[config.mk]
export PLATFORM = sky130hd
export DESIGN_NAME = scan_ctrl
export DESIGN_NICKNAME = d
export VERILOG_FILES = /design/src/rtl/scan_ctrl_pkg.sv /design/src/rtl/scan_misr.sv /design/src/rtl/scan_ctrl.sv
export SDC_FILE = /design/constraint.sdc
export NUM_CORES = 1
export LEC_CHECK = 0
export CORE_MARGIN = 2
export CORE_UTILIZATION = 50
export DETAILED_ROUTE_END_ITERATION = 10
export PLACE_DENSITY_LB_ADDON = 0.3
export SLEW_MARGIN = 20
export SYNTH_ARGS = -nofsm -noshare
export SYNTH_HDL_FRONTEND = slang
export SYNTH_HIERARCHICAL = 1
export SYNTH_SLANG_ARGS = --single-unit
[constraint.sdc]
create_clock -name C -period 1.8 [get_ports C]
set_input_delay 0.18 -clock C [delete_from_list [all_inputs] [get_ports C]]
set_output_delay 0.18 -clock C [all_outputs]
set_load 0.02 [all_outputs]
[src/rtl/scan_ctrl_pkg.sv]
// Shared types and constants for the scan test controller.
//   state_t   : controller FSM encoding
//   SIG_W     : signature width
//   MISR_POLY : MISR feedback taps for x^16+x^12+x^5+1 (x^16 term implicit)
package scan_ctrl_pkg;

  localparam int unsigned SIG_W = 16;
  localparam logic [SIG_W-1:0] MISR_POLY = 16'h1021;

  typedef enum logic [2:0] {
    IDLE    = 3'd0,
    LOAD    = 3'd1,
    SHIFT   = 3'd2,
    CAPTURE = 3'd3,
    UNLOAD  = 3'd4,
    HOLD    = 3'd5
  } state_t;

endpackage

[src/rtl/scan_misr.sv]
// Serial-input 16-bit MISR that folds one scan-out bit per enabled cycle.
// Ports:
//   C            : clock
//   global_reset : synchronous active-high reset
//   clr          : synchronous clear (new session)
//   en           : fold din this cycle
//   din          : scan-out bit
//   sig          : current signature
module scan_misr
  import scan_ctrl_pkg::*;
(
  input  logic             C,
  input  logic             global_reset,
  input  logic             clr,
  input  logic             en,
  input  logic             din,
  output logic [SIG_W-1:0] sig
);

  logic fb;

  assign fb = sig[SIG_W-1] ^ din;

  // Shift left, XOR taps in when the outgoing bit differs from the input bit
  always_ff @(posedge C) begin
    if (global_reset || clr) begin
      sig <= '0;
    end else if (en) begin
      sig <= {sig[SIG_W-2:0], 1'b0} ^ (fb ? MISR_POLY : '0);
    end
  end

endmodule

[src/rtl/scan_ctrl.sv]
// Scan test controller: loads patterns into a scan chain, pulses capture,
// and streams responses out through a valid/ready handshake.
// Optional feature: define SCAN_MISR_EN to compact counted responses into a
// 16-bit MISR on `signature`; otherwise `signature` is tied to 0.
// Ports:
//   C, global_reset          : clock, synchronous active-high reset
//   start, abort, num_pat    : session control and pattern count
//   pat_valid/ready/data     : pattern input handshake
//   So                       : scan-out from the last chain flop
//   NbarT, Si, CE            : chain test-mode, scan-in, capture-enable
//   rsp_valid/ready/data     : response output handshake
//   busy, done, signature    : status
module scan_ctrl
  import scan_ctrl_pkg::*;
#(
  parameter int unsigned CHAIN_LEN = 8,
  parameter int unsigned NPAT_W    = 8
) (
  input  logic                 C,
  input  logic                 global_reset,
  input  logic                 start,
  input  logic                 abort,
  input  logic [NPAT_W-1:0]    num_pat,
  input  logic                 pat_valid,
  output logic                 pat_ready,
  input  logic [CHAIN_LEN-1:0] pat_data,
  input  logic                 So,
  output logic                 NbarT,
  output logic                 Si,
  output logic                 CE,
  output logic                 rsp_valid,
  input  logic                 rsp_ready,
  output logic [CHAIN_LEN-1:0] rsp_data,
  output logic                 busy,
  output logic                 done,
  output logic [SIG_W-1:0]     signature
);

  localparam int unsigned CNT_W = $clog2(CHAIN_LEN);

  state_t               state_q, state_d;
  logic [CHAIN_LEN-1:0] shreg_q;
  logic [CHAIN_LEN-2:0] cap_q;
  logic [CHAIN_LEN-1:0] cap_next;
  logic [CNT_W-1:0]     bit_cnt_q;
  logic [NPAT_W-1:0]    pat_left_q;
  logic                 first_q;     // current shift carries the discarded power-up response
  logic                 unl_wait_q;  // unload shifted, waiting for its response to drain
  logic                 hold_unl_q;  // HOLD resumes into UNLOAD rather than SHIFT
  logic                 last_bit;
  logic                 rsp_pending;

  assign cap_next    = {So, cap_q};
  assign last_bit    = (bit_cnt_q == CNT_W'(CHAIN_LEN - 1));
  assign rsp_pending = rsp_valid & ~rsp_ready;

  // State register
  always_ff @(posedge C) begin
    if (global_reset) state_q <= IDLE;
    else              state_q <= state_d;
  end

  // Next-state logic; abort overrides every transition
  always_comb begin
    state_d = state_q;
    case (state_q)
      IDLE:    if (start && (num_pat != '0)) state_d = LOAD;
      LOAD:    if (pat_valid) state_d = rsp_pending ? HOLD : SHIFT;
      SHIFT:   if (last_bit) state_d = CAPTURE;
      CAPTURE: begin
        if (pat_left_q != '0) state_d = LOAD;
        else                  state_d = rsp_pending ? HOLD : UNLOAD;
      end
      UNLOAD:  if (unl_wait_q && rsp_valid && rsp_ready) state_d = IDLE;
      HOLD:    if (!rsp_pending) state_d = hold_unl_q ? UNLOAD : SHIFT;
      default: state_d = IDLE;
    endcase
    if (abort) state_d = IDLE;
  end

  // Chain-side outputs decoded from state
  always_comb begin
    NbarT     = 1'b0;
    Si        = 1'b0;
    CE        = 1'b0;
    pat_ready = 1'b0;
    busy      = (state_q != IDLE);
    case (state_q)
      LOAD:    pat_ready = 1'b1;
      SHIFT: begin
        NbarT = 1'b1;
        Si    = shreg_q[0];
      end
      CAPTURE: CE = 1'b1;
      UNLOAD:  NbarT = ~unl_wait_q;
      default: ;
    endcase
  end

  // Datapath: shift/response registers, counters and handshake state
  always_ff @(posedge C) begin
    if (global_reset) begin
      shreg_q    <= '0;
      cap_q      <= '0;
      bit_cnt_q  <= '0;
      pat_left_q <= '0;
      first_q    <= 1'b0;
      unl_wait_q <= 1'b0;
      hold_unl_q <= 1'b0;
      rsp_valid  <= 1'b0;
      rsp_data   <= '0;
      done       <= 1'b0;
    end else begin
      done <= 1'b0;
      if (abort) begin
        rsp_valid  <= 1'b0;
        bit_cnt_q  <= '0;
        unl_wait_q <= 1'b0;
      end else begin
        if (rsp_valid && rsp_ready) rsp_valid <= 1'b0;
        case (state_q)
          IDLE: begin
            if (start) begin
              if (num_pat == '0) done <= 1'b1;
              pat_left_q <= num_pat;
              first_q    <= 1'b1;
              bit_cnt_q  <= '0;
              unl_wait_q <= 1'b0;
            end
          end
          LOAD: begin
            if (pat_valid) begin
              shreg_q    <= pat_data;
              pat_left_q <= pat_left_q - NPAT_W'(1);
              hold_unl_q <= 1'b0;
            end
          end
          SHIFT: begin
            shreg_q   <= {1'b0, shreg_q[CHAIN_LEN-1:1]};
            cap_q     <= cap_next[CHAIN_LEN-1:1];
            bit_cnt_q <= bit_cnt_q + CNT_W'(1);
            if (last_bit) begin
              bit_cnt_q <= '0;
              first_q   <= 1'b0;
              if (!first_q) begin
                rsp_valid <= 1'b1;
                rsp_data  <= cap_next;
              end
            end
          end
          CAPTURE: hold_unl_q <= (pat_left_q == '0);
          UNLOAD: begin
            if (!unl_wait_q) begin
              cap_q     <= cap_next[CHAIN_LEN-1:1];
              bit_cnt_q <= bit_cnt_q + CNT_W'(1);
              if (last_bit) begin
                bit_cnt_q  <= '0;
                unl_wait_q <= 1'b1;
                rsp_valid  <= 1'b1;
                rsp_data   <= cap_next;
              end
            end else if (rsp_valid && rsp_ready) begin
              done       <= 1'b1;
              unl_wait_q <= 1'b0;
            end
          end
          default: ;
        endcase
      end
    end
  end

`ifdef SCAN_MISR_EN
  logic misr_clr;
  logic misr_en;

  // Only bits of counted responses are folded; the power-up shift is skipped
  assign misr_clr = (state_q == IDLE) && start && !abort;
  assign misr_en  = !abort && (((state_q == SHIFT) && !first_q) ||
                               ((state_q == UNLOAD) && !unl_wait_q));

  scan_misr u_misr (
    .C            (C),
    .global_reset (global_reset),
    .clr          (misr_clr),
    .en           (misr_en),
    .din          (So),
    .sig          (signature)
  );
`else
  assign signature = '0;
`endif

endmodule
==> results of run 1 <==
==> synth_stat cells, drive strengths merged, types with 3 or more instances <==
library cell,count
a21o,4
and2,5
buf,27
ha,4
dfxtp,42
clkbuf,6
a211oi,15
nor2,35
inv,4
mux2i,23
nor3b,3
nor4,5
nand2b,10
nand2,6
nand3,7
or3,3
o21ai,12
or3b,3
a21oi,20
nor3,6
==> layer usage <==
layer  wire length [um]  share of wire  global-route usage
met3                305          0.061             0.04696
met5                  0              0                   0
met4                 59          0.012             0.06996
met1               2331           0.47              0.2610
met2               2305           0.46              0.3061
==> power by group <==
group | internal [mW] | switching, mW
logic | 0.153 | 0.188
clock network | 0.273 | 0.353
registers | 0.955 | 0.0214
==> cells by family after synthesis <==
group,count (synthesis),synth area share
AO/OA/AOI/OAI,68,0.2145
flip-flops,42,0.3559
other,1,0.001587
adder cells (fa/ha/maj),4,0.02119
multiplexers,23,0.09746
buffers and inverters,38,0.09587
AND/OR/NAND/NOR,94,0.2135
==> layout by cell type (no fill, tap or decap), types with 4 or more instances in the layout <==
master / count
nand3_1: 7
nor2_1: 34
buf_4: 23
o21ai_0: 11
inv_1: 4
ha_1: 4
dfxtp_1: 40
a21o_1: 4
mux2i_1: 23
nor4_1: 5
and2_0: 4
clkdlybuf4s50_1: 32
nand2_1: 6
nand2b_1: 10
a211oi_1: 11
nor3_1: 6
clkbuf_8: 5
conb_1: 16
a21oi_1: 19
a211oi_2: 4
==> critical path, delay by kind of cell (launching register included) <==
family | cells | cell delay, ns
buf+inv | 2 | 0.44
flops | 1 | 0.37
simple gates | 1 | 0.43
==> worst min path at each step <==
stage,startpoint,end,slack (ns),cells after the start
after detailed placement,bit_cnt_q[2],bit_cnt_q[2],0.47,2
final,bit_cnt_q[2],bit_cnt_q[2],0.48,2
after floorplan,So,cap_q[6],0.32,2
after global placement,bit_cnt_q[1],bit_cnt_q[1],0.46,2
after global routing,bit_cnt_q[1],bit_cnt_q[1],0.50,2
after CTS,bit_cnt_q[2],bit_cnt_q[2],0.48,2
==> state kept, by name, summed over array words and instances, names as in the netlist <==
register    flops
pat_left_q      8
rsp_data        8
shreg_q         8
cap_q           7
bit_cnt_q       3
state_q         3
done            1
first_q         1
hold_unl_q      1
rsp_valid       1
unl_wait_q      1
==> area by class of cell <==
cell class | count | area (sq um)
flip-flops and latches | 42 | 843.3
clock buffers | 5 | 68.82
well taps | 54 | 67.56
repair buffers | 60 | 539.3
clock inverters | 3 | 21.27
inverters | 5 | 18.77
fillers | 410 | 1698
multi-input cells | 205 | 1373
==> timing repair <==
action                     CTS  global route
setup buffers                0             0
pin swaps                    0             0
setup endpoints to repair    6            21
resized for setup            6             6
==> stage by stage <==
| step | hold slack (ns) | util | TNS (ns) |
|---|---|---|---|
| 2_1_floorplan | 0.3239 | - | 0 |
| 4_1_cts | 0.4806 | 0.6281 | 0 |
| 5_1_grt | 0.4994 | 0.6332 | 0 |
| 3_3_place_gp | 0.4604 | 0.6095 | -0.04671 |
| 3_5_place_dp | 0.4663 | 0.6095 | -0.03625 |
| 6_report | 0.4777 | 0.6332 | 0 |
==> summary.md, run 1 <==
| Metric | Value |
|---|---|
| Critical path's slowest cell | `or3b_1` |
| Rows | `25` |
| Max-slew violation count | `0` |
| Die Area | `5290 sq um` |
| Final hold vios | `0` |
| R2r startpoint | `state_q[2]` |
| Largest net degree at the start of global routing | `35` |
| Share of cells above drive strength 1 | `0.1563` |
| Commonest register cell after synthesis | `dfxtp_1` |
| Crit Path Class | `flip-flop to output pin` |
| Power Density | `around 660 nW/um^2` |
| GR Overflow Total | `0` |
| H-tree depth | `2` |
| IR drop worst, VDD | `0.4932 mV` |
| WL final | `5001 um` |
| Io pins | `54` |
| Nets | `between 300 and 400` |
| Clock transition at path regs | `0.09 ns` |
| Drt first-iter violations | `192` |
| Min Tclk post-route | `1.720 ns` |
| Syn Std Cell Area | `around 2400 sq um` |
| Tot GR Track Use | `0.1947` |
| Vias/cell | `5.481` |
| WL per Instance | `13.37 um` |
| Antenna-violating nets left | `0` |
| Reg2reg path depth | `5` |
| Highest cell delay on the worst timing path | `about 0.43 ns` |
| Post-synthesis register bit count | `42` |
| Internal reg-to-reg setup slack | `0.09 ns` |
| Top cell type's share of synthesized area | `0.3559` |
| CTS tree | `built` |
| Mapped Cells | `270` |
| Max-Cap Viols | `0` |
| Unrepaired setup endpoints after global routing | `false` |
| Placed instance area | `2821 sq um` |
| CP Capture Type | `output pin` |
| Vias in the first global route | `1,831` |
| Cell leakage power | `between 1 and 1.5 nW` |
| Worst path arrival time | `1.54 ns` |
| Die Height | `between 70 and 80 um` |
| Dpl ws | `-0.03625 ns` |
| Final Instance Area | `2932 sq um` |
| First-pass GRT wire length | `between 8000 and 9000 um` |
| Gpl congestion | `0.8709` |
| Design Power | `1.944 mW` |
| Post-route clock period utilization | `0.9555` |
| PnR worst setup slack | `0.08013 ns` |
| Distinct cells, synth | `55` |
| Die W | `slightly above 70 um` |
| Min-delay worst type | `flip-flop to flip-flop` |
| Initial antenna violation count | `0` |
| Ys async rst share | `0` |
| Sequential fraction of the synthesis area | `0.3559` |
| Crit path max fanout | `10` |
| Total CTS buffers | `5` |
| Number of remaining DRC errors | `0` |
| Area Growth Syn to Fin | `24.10%` |
| Crit path cell chain | `or3b_1 -> inv_1 -> dlygate4sd2_1` |
| CP Launch Point | `state_q[2]` |
| Syn_area_per_cell | `8.749 sq um` |
| Vias | `roughly 2,100` |
| Initial DRT Pass Iterations | `4` |
| Yosys warns | `6` |
| Post-CTS Hold Fix Bufs | `0` |
| Root buf cell | `clkbuf_8` |
| Final setup viols | `0` |
| Worst Clk Skew | `0.005660 ns` |
| Maximum root-to-sink buffer count | `2` |
| Max Fclk | `581.4 MHz` |
| Clk sink count | `42` |
| Post-synth EDFFs | `0` |
| Setup crit start kind | `flip-flop` |
| I/O Buffers | `37` |
| Worst-Skew Late Latency | `roughly 0.30 ns` |
| HPWL Detailed | `between 3000 and 4000 um` |
| Fin cells | `374` |
| Area contributors post-synth | `dfxtp_1 (36%), mux2i_1 (9.7%), buf_4 (5.7%)` |
| Status | `completed` |
| Core footprint | `4629 sq um` |
| Dpl cells | `366` |
| Antenna cell count | `0` |
| CP Data Required Time | `1.62 ns` |
| Starting density of the core | `0.5103` |
| Worst setup path end | `pat_ready` |
| Reg2Reg Capture Point | `done` |
| Top cell type by total area after synthesis | `dfxtp_1` |
No activity file was read; power rests on OpenSTA's default activity.
==> run 2, diff against run 1 <==
--- a/config.mk
+++ b/config.mk
@@ -9,6 +9,7 @@
 export CORE_UTILIZATION = 50
 export DETAILED_ROUTE_END_ITERATION = 10
 export PLACE_DENSITY_LB_ADDON = 0.3
+export REMOVE_ABC_BUFFERS = 1
 export SLEW_MARGIN = 20
 export SYNTH_ARGS = -nofsm -noshare
 export SYNTH_HDL_FRONTEND = slang
==> constraint.sdc (replaced) <==
create_clock -name C -period 1.79 [get_ports C]
set_input_delay 0.179 -clock C [delete_from_list [all_inputs] [get_ports C]]
set_output_delay 0.179 -clock C [all_outputs]
set_load 0.005 [all_outputs]
==> summary.md, run 2 (synthesized netlist as in run 1, its figures left out) <==
| Metric | Value |
|---|---|
| Commonest non-fill, non-tap cells in the layout | `dfxtp_1 (39), nor2_1 (35), clkdlybuf4s50_1 (32) (was dfxtp_1 (40), nor2_1 (34), clkdlybuf4s50_1 (32))` |
| Post-CTS Hold Fix Bufs | `0 (unchanged)` |
| Fillers | `406 (was 410)` |
| Crit path buf inv count | `3 (was 2)` |
| First-pass GRT wire length | `9094 um (was 8204 um)` |
| Gpl congestion | `0.8679 (was 0.8709)` |
| CP Data Required Time | `2.02 ns (was 1.62 ns)` |
| Critical path's slowest cell | `or3b_2 (was or3b_1)` |
| Cell leakage power | `1.313 nW (was 1.245 nW)` |
| Final Instance Area | `3038 sq um (was 2932 sq um)` |
| Max Fclk | `roughly 570 MHz` |
| Tot GR Track Use | `0.2187 (was 0.1947)` |
| Vias/cell | `5.530 (was 5.481)` |
| Area of the multi-input gates | `1391 sq um (was 1373 sq um)` |
| Vias in the first global route | `1,968 (was 1,831)` |
| CP Capture Type | `flip-flop (was output pin)` |
| Initial antenna violation count | `0 (unchanged)` |
| Maximum root-to-sink buffer count | `2 (unchanged)` |
| Highest cell delay on the worst timing path | `0.47 ns (was 0.43 ns)` |
| Die Area | `5290 sq um (unchanged)` |
| Nets | `353 (was 346)` |
| Largest net degree at the start of global routing | `25 (was 35)` |
| Rows | `25 (unchanged)` |
| Max-slew violation count | `0 (unchanged)` |
| Fin cells | `381 (was 374)` |
| Switching share of total power | `0.2618 (was 0.2897)` |
| Post-route clock period utilization | `0.9828` |
| Drt first-iter violations | `155 (was 192)` |
| IR drop worst, VDD | `0.4475 mV (was 0.4932 mV)` |
| Final hold vios | `0 (unchanged)` |
| Number of remaining DRC errors | `0 (unchanged)` |
| Clock power frac | `0.366 (was 0.322)` |
| Dpl cells | `365 (was 366)` |
| Setup crit start kind | `flip-flop (unchanged)` |
| CP most frequent cell | `buf_4` |
| Logic pwr share | `0.163 (was 0.176)` |
| Initial DRT Pass Iterations | `4 (unchanged)` |
| Die Height | `72.74 um (unchanged)` |
| Worst Clk Skew | `0.005494 ns (was 0.005660 ns)` |
| Clk sink count | `42 (unchanged)` |
| GR Overflow Total | `0 (unchanged)` |
| Power Density | `686.1 nW/um^2 (was 663.2 nW/um^2)` |
| Vias | `2,107 (was 2,050)` |
| Starting density of the core | `0.5103 (unchanged)` |
| Io pins | `54 (unchanged)` |
| Status | `completed (unchanged)` |
| Placed instance area | `2814 sq um (was 2821 sq um)` |
| Sequential Power Share | `0.471 (was 0.502)` |
| H-tree depth | `2 (unchanged)` |
| Antenna cell count | `0 (unchanged)` |
| Area Growth Syn to Fin | `28.60% (was 24.10%)` |
| Switching power | `545.6 uW (was 563.2 uW)` |
| Share of cells above drive strength 1 | `0.1896 (was 0.1563)` |
| Crit-path leading delay family | `simple AND/OR/NAND/NOR gates (was buffers and inverters)` |
| Die W | `72.74 um (unchanged)` |
| Total CTS buffers | `5 (unchanged)` |
| Min Tclk post-route | `~1.8 ns` |
| Seq. cell area | `849.6 sq um (was 843.3 sq um)` |
| Min-delay worst type | `flip-flop to flip-flop (unchanged)` |
| Crit Path Class | `flip-flop to flip-flop (was flip-flop to output pin)` |
| Root buf cell | `clkbuf_8 (unchanged)` |
| Clock transition at path regs | `0.08 ns (was 0.09 ns)` |
| WL per Instance | `14.85 um (was 13.37 um)` |
| Antenna-violating nets left | `0 (unchanged)` |
| Biggest regs | `pat_left_q (8), rsp_data (8), shreg_q (8) (unchanged)` |
| Internal power | `1.539 mW (was 1.381 mW)` |
| Crit path cell chain | `buf_4 -> buf_4 -> buf_4 -> or3b_2 -> a21oi_2 -> o221ai_2 -> a21oi_2 (was or3b_1 -> inv_1 -> dlygate4sd2_1)` |
| Core footprint | `4629 sq um (unchanged)` |
| CTS tree | `built (unchanged)` |
| Worst path arrival time | `1.99 ns (was 1.54 ns)` |
| Final setup viols | `0 (unchanged)` |
| Crit path max fanout | `7 (was 10)` |
| I/O Buffers | `37 (unchanged)` |
| Most common cell after layout, fill and taps aside | `dfxtp_1 (unchanged)` |
| Worst-Skew Late Latency | `0.30 ns (about the same)` |
| HPWL Detailed | `3938 um (was 3701 um)` |
| Max-Cap Viols | `0 (unchanged)` |
| WL final | `5658 um (was 5001 um)` |
## run 2: cell count changes in the layout (fill, tap and decap cells not counted), moves of 2 or more
cell             previous run  this run
dfxtp_4                     0         2
buf_6                       0         2
a21oi_1                    19        17
buf_4                      23        27
a21oi_2                     0         2
clkdlybuf4s15_1             2         0
## run 2: worst paths after layout
| path | to | slack [ns] | from | cells after the start |
|---|---|---|---|---|
| max | state_q[2] | 0.03 | state_q[2] | 7 |
| min | bit_cnt_q[1] | 0.49 | bit_cnt_q[1] | 2 |
| max reg2reg | state_q[2] | 0.03 | state_q[2] | 7 |
| min reg2reg | bit_cnt_q[1] | 0.49 | bit_cnt_q[1] | 2 |
## run 2: routing by layer
metal  track usage  vias up  part of all wire
met5             0        -                 0
met2        0.3606       64              0.48
met4       0.08025        0             0.019
li1              -     1048                 -
met1        0.2784      982              0.45
met3       0.05110       13             0.050
## run 2: area by class of cell
class                           count  area share
Clock buffer                        6     0.02389
Clock inverter                      2     0.01236
Inverter                            5    0.007002
Multi-Input combinational cell    205      0.4580
Sequential cell                    42      0.2797
Tap cell                           54     0.02224
Timing Repair Buffer               67      0.1969
## run 2: stage by stage
stage                     utilization  hold slack, ns  TNS (ns)  setup slack (ns)  total power, mW
after CTS                      0.6416          0.4915         0        0.00005007            2.073
final                          0.6562          0.4856         0           0.03078            2.084
after detailed placement       0.6078          0.4777         0           0.08591            1.323
after floorplan                     -          0.2436   -0.1290          -0.05670            1.169
after global routing           0.6562          0.5173  -0.02107          -0.01554            2.166
after global placement         0.6078          0.4616         0            0.1217            1.319
## run 2: timing repair
action,CTS,global route
hold endpoints to repair,0,0
endpoints found under the setup margin,5,12
gates cloned,0,1
resized for setup,13,9
pin swaps,2,3
setup buffers,4,3
## run 2: power groups by stage
stage / combinational [mW] / sequential [mW] / clock [mW]
6_report: 0.340 / 0.982 / 0.762
5_1_grt: 0.374 / 0.985 / 0.807
4_1_cts: 0.323 / 0.981 / 0.770
3_5_place_dp: 0.318 / 1.01 / 0
3_3_place_gp: 0.315 / 1.00 / 0
2_1_floorplan: 0.166 / 1.00 / 0
## run 2: worst min-delay path, cell delays in order, from the launching register on
cell and delay, ns:
dfxtp_1 0.32, nand2b_1 0.07, a21oi_1 0.05
